[config.mk]
export PLATFORM = sky130hd
export DESIGN_NAME = mont_reduce_arbiter
export DESIGN_NICKNAME = d
export VERILOG_FILES = /design/src/rtl/mont_reduce_arbiter.sv
export SDC_FILE = /design/constraint.sdc
export NUM_CORES = 1
export LEC_CHECK = 0
export CAP_MARGIN = 10
export CORE_ASPECT_RATIO = 0.8
export CORE_UTILIZATION = 30
export CTS_BUF_LIST = sky130_fd_sc_hd__clkbuf_4
export DETAILED_ROUTE_END_ITERATION = 8
export SLEW_MARGIN = 20
export SYNTH_ARGS = -nofsm -noshare
export SYNTH_HDL_FRONTEND = slang
export SYNTH_SLANG_ARGS = --single-unit
[constraint.sdc]
create_clock -name clock -period 2.27 [get_ports clock]
set_clock_uncertainty 0.1 [all_clocks]
set_input_delay 0.454 -clock clock [delete_from_list [all_inputs] [get_ports clock]]
set_output_delay 0.454 -clock clock [all_outputs]
set_load 0.01 [all_outputs]
[src/rtl/mont_reduce_arbiter.sv]
// Two-requester round-robin front end for a single shared Montgomery reducer.
// One transaction in flight: accept in IDLE, pulse start, wait for done or timeout, answer the winner.
module mont_reduce_arbiter #(
  parameter int unsigned TIMEOUT = 16
) (
  input  logic               clock,
  input  logic               reset,
  input  logic               req_valid0,
  input  logic               req_valid1,
  input  logic signed [63:0] req_a0,
  input  logic signed [63:0] req_a1,
  output logic               req_ready0,
  output logic               req_ready1,
  output logic               rsp_valid0,
  output logic               rsp_valid1,
  output logic signed [31:0] rsp_t0,
  output logic signed [31:0] rsp_t1,
  output logic               mr_start,
  output logic signed [63:0] mr_a,
  input  logic               mr_done,
  input  logic signed [31:0] mr_t,
  output logic               busy,
  output logic               err,
  output logic        [15:0] op_count
);

  localparam int unsigned AW  = 64;
  localparam int unsigned TW  = 32;
  localparam int unsigned OCW = 16;
  localparam int unsigned CW  = $clog2(TIMEOUT + 1);

  typedef enum logic [1:0] {IDLE, ISSUE, WAIT, RESP} state_e;

  state_e                state_q;
  logic                  grant_q;
  logic                  last_q;
  logic [CW-1:0]         wait_cnt_q;
  logic                  mr_start_q;
  logic signed [AW-1:0]  mr_a_q;
  logic                  rsp_valid0_q;
  logic                  rsp_valid1_q;
  logic signed [TW-1:0]  rsp_t0_q;
  logic signed [TW-1:0]  rsp_t1_q;
  logic                  busy_q;
  logic                  err_q;
  logic [OCW-1:0]        op_count_q;

  logic                  win1_d;
  logic                  accept_d;
  logic                  timeout_d;

  // Requester 1 wins alone, or on a tie when requester 0 was granted last.
  always_comb begin
    win1_d    = req_valid1 & (~req_valid0 | ~last_q);
    accept_d  = reset & (state_q == IDLE) & (req_valid0 | req_valid1);
    timeout_d = (wait_cnt_q == CW'(TIMEOUT - 1));
  end

  assign req_ready0 = accept_d & ~win1_d;
  assign req_ready1 = accept_d & win1_d;

  always_ff @(posedge clock or negedge reset) begin
    if (!reset) begin
      state_q      <= IDLE;
      grant_q      <= 1'b0;
      last_q       <= 1'b1;
      wait_cnt_q   <= '0;
      mr_start_q   <= 1'b0;
      mr_a_q       <= '0;
      rsp_valid0_q <= 1'b0;
      rsp_valid1_q <= 1'b0;
      rsp_t0_q     <= '0;
      rsp_t1_q     <= '0;
      busy_q       <= 1'b0;
      err_q        <= 1'b0;
      op_count_q   <= '0;
    end else begin
      mr_start_q   <= 1'b0;
      rsp_valid0_q <= 1'b0;
      rsp_valid1_q <= 1'b0;
      rsp_t0_q     <= '0;
      rsp_t1_q     <= '0;
      case (state_q)
        IDLE: begin
          if (accept_d) begin
            grant_q    <= win1_d;
            mr_a_q     <= win1_d ? req_a1 : req_a0;
            mr_start_q <= 1'b1;
            busy_q     <= 1'b1;
            state_q    <= ISSUE;
          end
        end
        ISSUE: begin
          wait_cnt_q <= '0;
          state_q    <= WAIT;
        end
        WAIT: begin
          // done beats a coincident timeout
          if (mr_done) begin
            mr_a_q       <= '0;
            rsp_valid0_q <= ~grant_q;
            rsp_valid1_q <= grant_q;
            rsp_t0_q     <= grant_q ? TW'(0) : mr_t;
            rsp_t1_q     <= grant_q ? mr_t : TW'(0);
            op_count_q   <= op_count_q + OCW'(1);
            state_q      <= RESP;
          end else if (timeout_d) begin
            mr_a_q       <= '0;
            rsp_valid0_q <= ~grant_q;
            rsp_valid1_q <= grant_q;
            err_q        <= 1'b1;
            state_q      <= RESP;
          end else begin
            wait_cnt_q <= wait_cnt_q + CW'(1);
          end
        end
        RESP: begin
          last_q  <= grant_q;
          busy_q  <= 1'b0;
          state_q <= IDLE;
        end
        default: state_q <= IDLE;
      endcase
    end
  end

  assign mr_start   = mr_start_q;
  assign mr_a       = mr_a_q;
  assign rsp_valid0 = rsp_valid0_q;
  assign rsp_valid1 = rsp_valid1_q;
  assign rsp_t0     = rsp_t0_q;
  assign rsp_t1     = rsp_t1_q;
  assign busy       = busy_q;
  assign err        = err_q;
  assign op_count   = op_count_q;

endmodule

# After elaboration in Yosys (flattened, before gate mapping)
# Index checks and enable logic that the tools add are counted.
[word_totals]
reg_bits = 158
in_bits = 165
output_inout_bits = 151
wordCells = 74
[classes]
add_sub_neg = 2
n_eq_ne = 8
muxes = 28
n_bitwise = 12
n_reduce_logical = 11
[ops]
columns = ["cell", "n"]
rows = [
  ["$mux 64", 4],
  ["$mux 32", 6],
  ["$pmux 64 s2", 1],
  ["$add 16x1->16 const B", 1],
  ["$mux 5", 2],
  ["$pmux 5 s2", 1],
  ["$mux 1", 9],
  ["$reduce_and 3->1", 3],
  ["$pmux 2 s4", 1],
  ["$reduce_and 2->1", 4],
  ["$mux 2", 3],
  ["$ne 2x2->1 const B", 3],
  ["$reduce_bool 2->1", 3],
  ["$add 5x1->5 const B", 1],
  ["$and 1x1->1", 5],
  ["$eq 5x4->1 const B", 1],
  ["$not 1->1", 5],
  ["$eq 2x2->1 const B", 2],
  ["$ne 3x3->1 const B", 1],
  ["$eq 2x1->1 const B", 1],
  ["$logic_not 2->1", 1],
  ["$or 1x1->1", 2],
  ["$pmux 1 s2", 1],
]

# Depth between registers and ports, before layout
# Gate-level depths: netlist of the first run.
[logic_depth]
depth_word = 6
ltp_mapped = 9
depth_no_buf = 7

# Worst setup path before layout of the first run
# No wires, ideal clock.
[synth_timing]
path_type = "reg2reg"
startpoint = "reg wait_cnt_q[0]"
endpoint = "reg mr_a_q[0], in the netlist mr_a[0]"
setup_ns = 0.076
arrival_time_ns = 1.895
required_time_ns = 2.094
slack_ns = 0.199
path_stages_with_launch = 10
path_buffers = 2
cell_sequence = "dfrtp_1 -> ha_1 -> and3_1 -> ha_1 -> or3b_1 -> clkbuf_1 -> o21ai_4 -> buf_6 -> nand2_1 -> o21ai_1"
[synth_via]
elab_chain_len = 3
[synth_lines]
columns = ["element", "line_no", "rtl"]
rows = [
  ["start, declared", "37", "logic [CW-1:0] wait_cnt_q;"],
  ["start signal, assigned", "114", "wait_cnt_q <= wait_cnt_q + CW'(1);"],
  ["$eq 5x4->1", "56", "timeout_d = (wait_cnt_q == CW'(TIMEOUT - 1));"],
  ["$ne 3x3->1 (no line)", "--", ""],
  ["$reduce_and 3->1 (no line)", "--", ""],
  ["end signal, assigned", "87", "mr_a_q <= win1_d ? req_a1 : req_a0;"],
  ["end, declared", "39", "logic signed [AW-1:0] mr_a_q;"],
]
# No other way between the ends.
# A chain may end at the register's enable or synchronous reset.

# Worst setup path in the final report of the first run
[layout_timing]
startpoint = "reg op_count_q[0], in the netlist op_count[0]"
endpoint = "out op_count[0]"
[layout_lines]
columns = ["element", "line_no", "rtl"]
rows = [
  ["start, declared", "46", "logic [OCW-1:0] op_count_q;"],
  ["start signal, assigned", "105", "op_count_q <= op_count_q + OCW'(1);"],
  ["end, declared", "24", "output logic [15:0] op_count"],
]
# No word-level cell between the ends.

==> results.cfg, run 1 <==
[sta]
drv_slew = 0
worst_slack_ps = 128.7
period_share_pct = 94.33
fin_tns_setup_ps = 0
setup_viol = 0
min_period_ps = 2141
hold_viol = 0
fmax_mhz = 467.0
worstMarginPinSlew_ps = 699.1
relSlewSlack_pct = 53.39
grt_setup_unrepaired = false

[clocking]
numCtsBuffers = 17
root_buffer = clkbuf_4
clock_path_buffers = 2
clkSinkCount = 158
clk_pin_slew_ps = 160
htree_levels = 4
insertion_delay_ps = 540
cts_tree = yes

[floorplanning]
die_w_um = 164.7
pin_count = 316
core-area_um2 = 20700
initial_utilization_pct = 30.69
die_y_um = 132.2
num_rows = 47
dieArea_um2 = 21770

[placed_design]
place_hpwl_um = 13580
placed_cells = 1148
pre_cts_slack_ps = -177.2
io_buffers = 315
dpl_cell_area_um2 = 9921
globalplace.congestion = 0.7307

[synthesis]
ys_ff_latch = 158
synthArstFlopShare_pct = 100.0
yosysTopAreaCellShare_pct = 61.84
ys_top_cells_by_area = dfrtp_1 62%, mux2i_1 10%, nand2_1 6.3%
yosys_warnings = 0
netlist_area_um2 = 6354
yosys.area.top_type = dfrtp_1
synth_cells = 574
syn_avg_cell_area_um2 = 11.07
synth_cell_types = 33
synth-edff-count = 0
synth_flop_cell = dfrtp_1
ys_seq_area_share_pct = 62.25
synth_nets = 747

[pwr]
seqPwrFrac_pct = 39.7
p_int_mw = 6.396
p_sw_share_pct = 34.80
p_comb_share_pct = 41.9
vdd_drop_max_mv = 0.4523
leakage_nw = 4.609
power_frac_clock_pct = 18.5
powerDensity_nw_per_um2 = 955.5
p_switching_mw = 3.414

[global_routing]
grt_usage_pct = 17.52
grt_use_met3_pct = 7.329
grt_use_met1_pct = 22.18
top_usage_layer = met2
grt_pass1_vias = 5207
grt_pass1_wl_um = 29040
met2_usage_pct = 27.52
grt_antenna_before_repair = 1
grt-ovfl-total = 0
grt_max_degree = 130

[final_layout]
final_common_cell = clkdlybuf4s50_1
layout-drive-gt1-share_pct = 7.978
nFillCells = 1962
stdcell_count = 1185
fin_area_um2 = 10270
final_cell_mix = 312 x clkdlybuf4s50_1, 157 x dfrtp_1, 107 x nand2_1, 75 x nor2_1, 64 x mux2i_1
syn_to_final_growth_pct = 61.58
nets = 1075

[run]
drv_cap = 0

[worst_setup_path]
worstSetupStartpointType = register
required_ps = 1720
cp-end-kind = primary output
crit_chain = clkdlybuf4s50_1
critPathTopFamily = buffers and inverters
max_stage_delay_ps = 590
path_buf_inv = 1
path_class = register to primary output
slowest_stage = clkdlybuf4s50_1
worstPathMaxFanout = 4
arrival_ps = 1590

[detailed_routing]
vias_per_cell = 4.444
drc_errors = 0
dr.pass1.iters = 4
route.vias.total = 5266
drt-initial-drc-count = 269
routedWlPerCell_um = 16.03
finalWirelength_um = 18990
postRouteAntennaNets = 0

[run_status]
outcome = finished, final reports clean

[hold_path]
hp-class = input pin to register
[power groups by stage]
stage	Combinational [mW]	Clock (mW)	Sequential (mW)
after floorplan	1.50	0	4.24
after global placement	4.08	0	3.94
after detailed placement	4.10	0	3.96
after CTS	4.14	1.91	3.90
after global routing	4.50	2.01	3.98
final	4.11	1.81	3.89
[what timing repair did]
action	in CTS	in global routing
hold buffers	1	0
resized for setup	10	3
setup buffers	1	2
hold endpoints to repair	157	0
pin swaps	1	1
setup endpoints to repair	2	2
[metal layers]
| layer | vias up | wire (um) |
|---|---|---|
| met5 | - | 0 |
| met4 | 0 | 189 |
| met3 | 15 | 1958 |
| met2 | 196 | 8802 |
| met1 | 2501 | 8039 |
| li1 | 2554 | - |
[registers in the layout, indices dropped and copies added (netlist names), 2 cells and up]
register,flops
mr_a,64
rsp_t0,32
rsp_t1,32
op_count,16
wait_cnt_q,5
state_q,2
[stage by stage]
step | util [%] | hold WS, ps | total power [mW]
global route | 49.60 | 265.4 | 10.49
detailed placement | 47.93 | 358.4 | 8.058
finish | 49.60 | 329.4 | 9.809
CTS | 49.53 | 262.1 | 9.952
global placement | 47.93 | 361.7 | 8.011
floorplan | - | 58.41 | 5.749
[layout make-up]
type	instances	area (um^2)	share of cell area (%)
clock inverters	15	177.7	1.731
multi-input cells	377	2201	21.44
repair buffers	343	3447	33.58
inverters	5	18.77	0.1828
clock buffers	17	127.6	1.243
flip-flops and latches	158	3955	38.53
diodes	1	2.502	0.02438
well taps	269	336.6	3.278
[path summary, 6_finish.rpt]
| path | startpoint | endpoint | slack (ps) | cells after the start |
|---|---|---|---|---|
| max in group asynchronous | reset | mr_start | 1040 | 3 |
| max reg2reg | wait_cnt_q[0] | mr_a[42] | 140 | 8 |
| min | mr_t[13] | rsp_t0[13] | 330 | 3 |
| min in group asynchronous | reset | rsp_t0[24] | 430 | 3 |
| min reg2reg | err | err | 390 | 1 |
| max | op_count[0] | op_count[0] | 130 | 1 |
[kinds of logic after synthesis]
family                   after synthesis  share of synthesized area [%]
buffers and inverters                 39                          3.466
AND/OR/NAND/NOR                      211                          13.53
adder cells (fa/ha/maj)                8                          1.575
multiplexers                          66                          10.44
AO/OA/AOI/OAI                         75                          6.400
XOR/XNOR                              17                          2.343
flip-flops                           158                          62.25
[synth_stat cells, drive strengths merged (2+ instances only)]
| cell type | n |
|---|---|
| nand3 | 9 |
| clkbuf | 16 |
| nor2 | 75 |
| ha | 8 |
| nor2b | 2 |
| nand2b | 3 |
| mux2 | 2 |
| inv | 5 |
| nand2 | 107 |
| dfrtp | 157 |
| nand4 | 5 |
| o21ai | 68 |
| xnor2 | 13 |
| a21oi | 3 |
| buf | 18 |
| xor2 | 4 |
| and3 | 7 |
| mux2i | 64 |
Note: power is estimated with default switching activity, not from simulation.
==> run 2, diff against run 1 <==
PLACE_DENSITY = 0.65   (was not set)
clock period = 1.9 ns   (was 2.27 ns; I/O delays follow)
==> run 2 against run 1 <==
Wire length increased by 5.9%. The flow now finishes with violations (negative setup slack). Clock-buffer cell count increased by 1. Global-route usage increased by 1.0 points. Core utilization increased by 3.9 points. Via count is 5.0% higher. Hold slack got worse by 160 ps.
==> results.cfg, run 2 (synthesis gave the netlist of run 1 again) <==
[detailed_routing]
drc_errors = 0
route.vias.total = 5531
vias_per_cell = 4.511
routedWlPerCell_um = 16.41
drt-initial-drc-count = 286
dr.pass1.iters = 4
postRouteAntennaNets = 0
finalWirelength_um = 20120

[final_layout]
fin_area_um2 = 11080
nFillCells = 1890
stdcell_count = 1226
largest_reg_flops = 64
layout-drive-gt1-share_pct = 23.41
fin_util_pct = 53.52
nets = 1118
final_cell_mix = 163 x clkdlybuf4s50_1, 157 x dfrtp_1, 148 x dlygate4sd2_1, 74 x nor2_1, 64 x mux2i_1
final_common_cell = clkdlybuf4s50_1
syn_to_final_growth_pct = 74.38
antennaDiodeCount = 0

[worst_setup_path]
required_ps = 2260
path_class = register to register
worst_r2r_startpoint = wait_cnt_q[1]
arrival_ps = 2490
cp-end-kind = register
rrSetupSlack_ps = -230
worstPathMaxFanout = 6
r2r_cells = 10
timing.rr.end = mr_a[51]
worstSetupStartpointType = register

[run_status]
violations = negative setup slack
outcome = finished, violations left

[floorplanning]
initial_utilization_pct = 30.69
die_y_um = 132.2
dieArea_um2 = 21770
num_rows = 47
pin_count = 316
die_w_um = 164.7
core-area_um2 = 20700

[global_routing]
grt_usage_pct = 18.57
grt_max_degree = 141
grt_antenna_before_repair = 1
grt-ovfl-total = 0
grt_pass1_wl_um = 30930
grt_pass1_vias = 5758

[clocking]
root_buffer = clkbuf_4
htree_levels = 4
cts_tree = yes
clkSinkCount = 158
clock_path_buffers = 2
insertion_delay_ps = 520
clk_pin_slew_ps = 140
numCtsBuffers = 17

[sta]
period_share_pct = 112.1
fin_hold_ws_ps = 174.4
worstMarginPinSlew_ps = 747.9
hold_viol = 0
fin_tns_setup_ps = -9180
fmax_mhz = 469.4
drv_slew = 0
grt_setup_unrepaired = true
min_period_ps = 2130
relSlewSlack_pct = 50.14
worst_slack_ps = -230.4
setup_viol = 66

[pwr]
p_switching_mw = 4.920
p_comb_share_pct = 48.0
powerDensity_nw_per_um2 = 1177
p_int_mw = 8.118
total_power_mw = 13.04
power_frac_clock_pct = 15.2
p_sw_share_pct = 37.73
seqPwrFrac_pct = 36.8
leakage_nw = 5.715
vdd_drop_max_mv = 0.5467

[placed_design]
globalplace.congestion = 0.7600
place_hpwl_um = 13560
io_buffers = 315
placed_cells = 1157
pre_cts_slack_ps = -413.8
dpl_cell_area_um2 = 10020

[hold_path]
hp-class = input pin to asynchronous set/reset pin

[run]
drv_cap = 0
## run 2: power by group through the flow
stage	clock (mW)	sequential (mW)	combinational (mW)
3_3_place_gp	0	4.68	4.94
3_5_place_dp	0	4.72	4.99
4_1_cts	2.12	4.64	5.65
5_1_grt	2.22	4.90	6.74
2_1_floorplan	0	5.07	1.81
6_report	1.98	4.80	6.26
## run 2: how the worst max path moves through the flow
stage,endpoint,startpoint,depth (start not counted),slack (ps)
after floorplan,mr_a[0],wait_cnt_q[0],9,-100
after global placement,req_ready0,req_valid0,5,-420
after detailed placement,req_ready1,req_valid1,4,-410
after CTS,req_ready0,state_q[1],6,-260
after global routing,req_ready0,state_q[1],6,-320
final,mr_a[51],wait_cnt_q[1],10,-230
## run 2: layout make-up
| class | count | area, um^2 | share of cell area (%) |
|---|---|---|---|
| sequential | 158 | 3955 | 35.70 |
| multi-input combinational | 377 | 2728 | 24.62 |
| clock inverter | 13 | 128.9 | 1.163 |
| inverter | 5 | 18.77 | 0.1694 |
| tap | 269 | 336.6 | 3.038 |
| clock buffer | 18 | 135.1 | 1.220 |
| timing repair buffer | 386 | 3777 | 34.09 |
## run 2: metal layers
metal	vias up	global-route usage [%]	share of wire (%)
met2	195	29.86	47
met1	2669	22.81	41
met3	9	8.493	11
li1	2658	-	-
met5	-	0	0
met4	0	3.721	0.92
## run 2: repair_timing
item / in CTS / in global routing
buffers inserted: 28 / 7
hold buffers: 2 / 0
endpoints found under the setup margin: 220 / 86
gates cloned: 6 / 1
resized for setup: 215 / 121
endpoints found under the hold margin: 157 / 0
pin swaps: 36 / 45
## run 2: critical path: stages (launching register included)
cell,delay [ps]
dfrtp_1,410
ha_2,200
and3_4,160
ha_4,160
or3b_4,430
o21ai_4,100
buf_12,170
buf_12,120
buf_8,110
nand2_1,40
o21ai_1,70
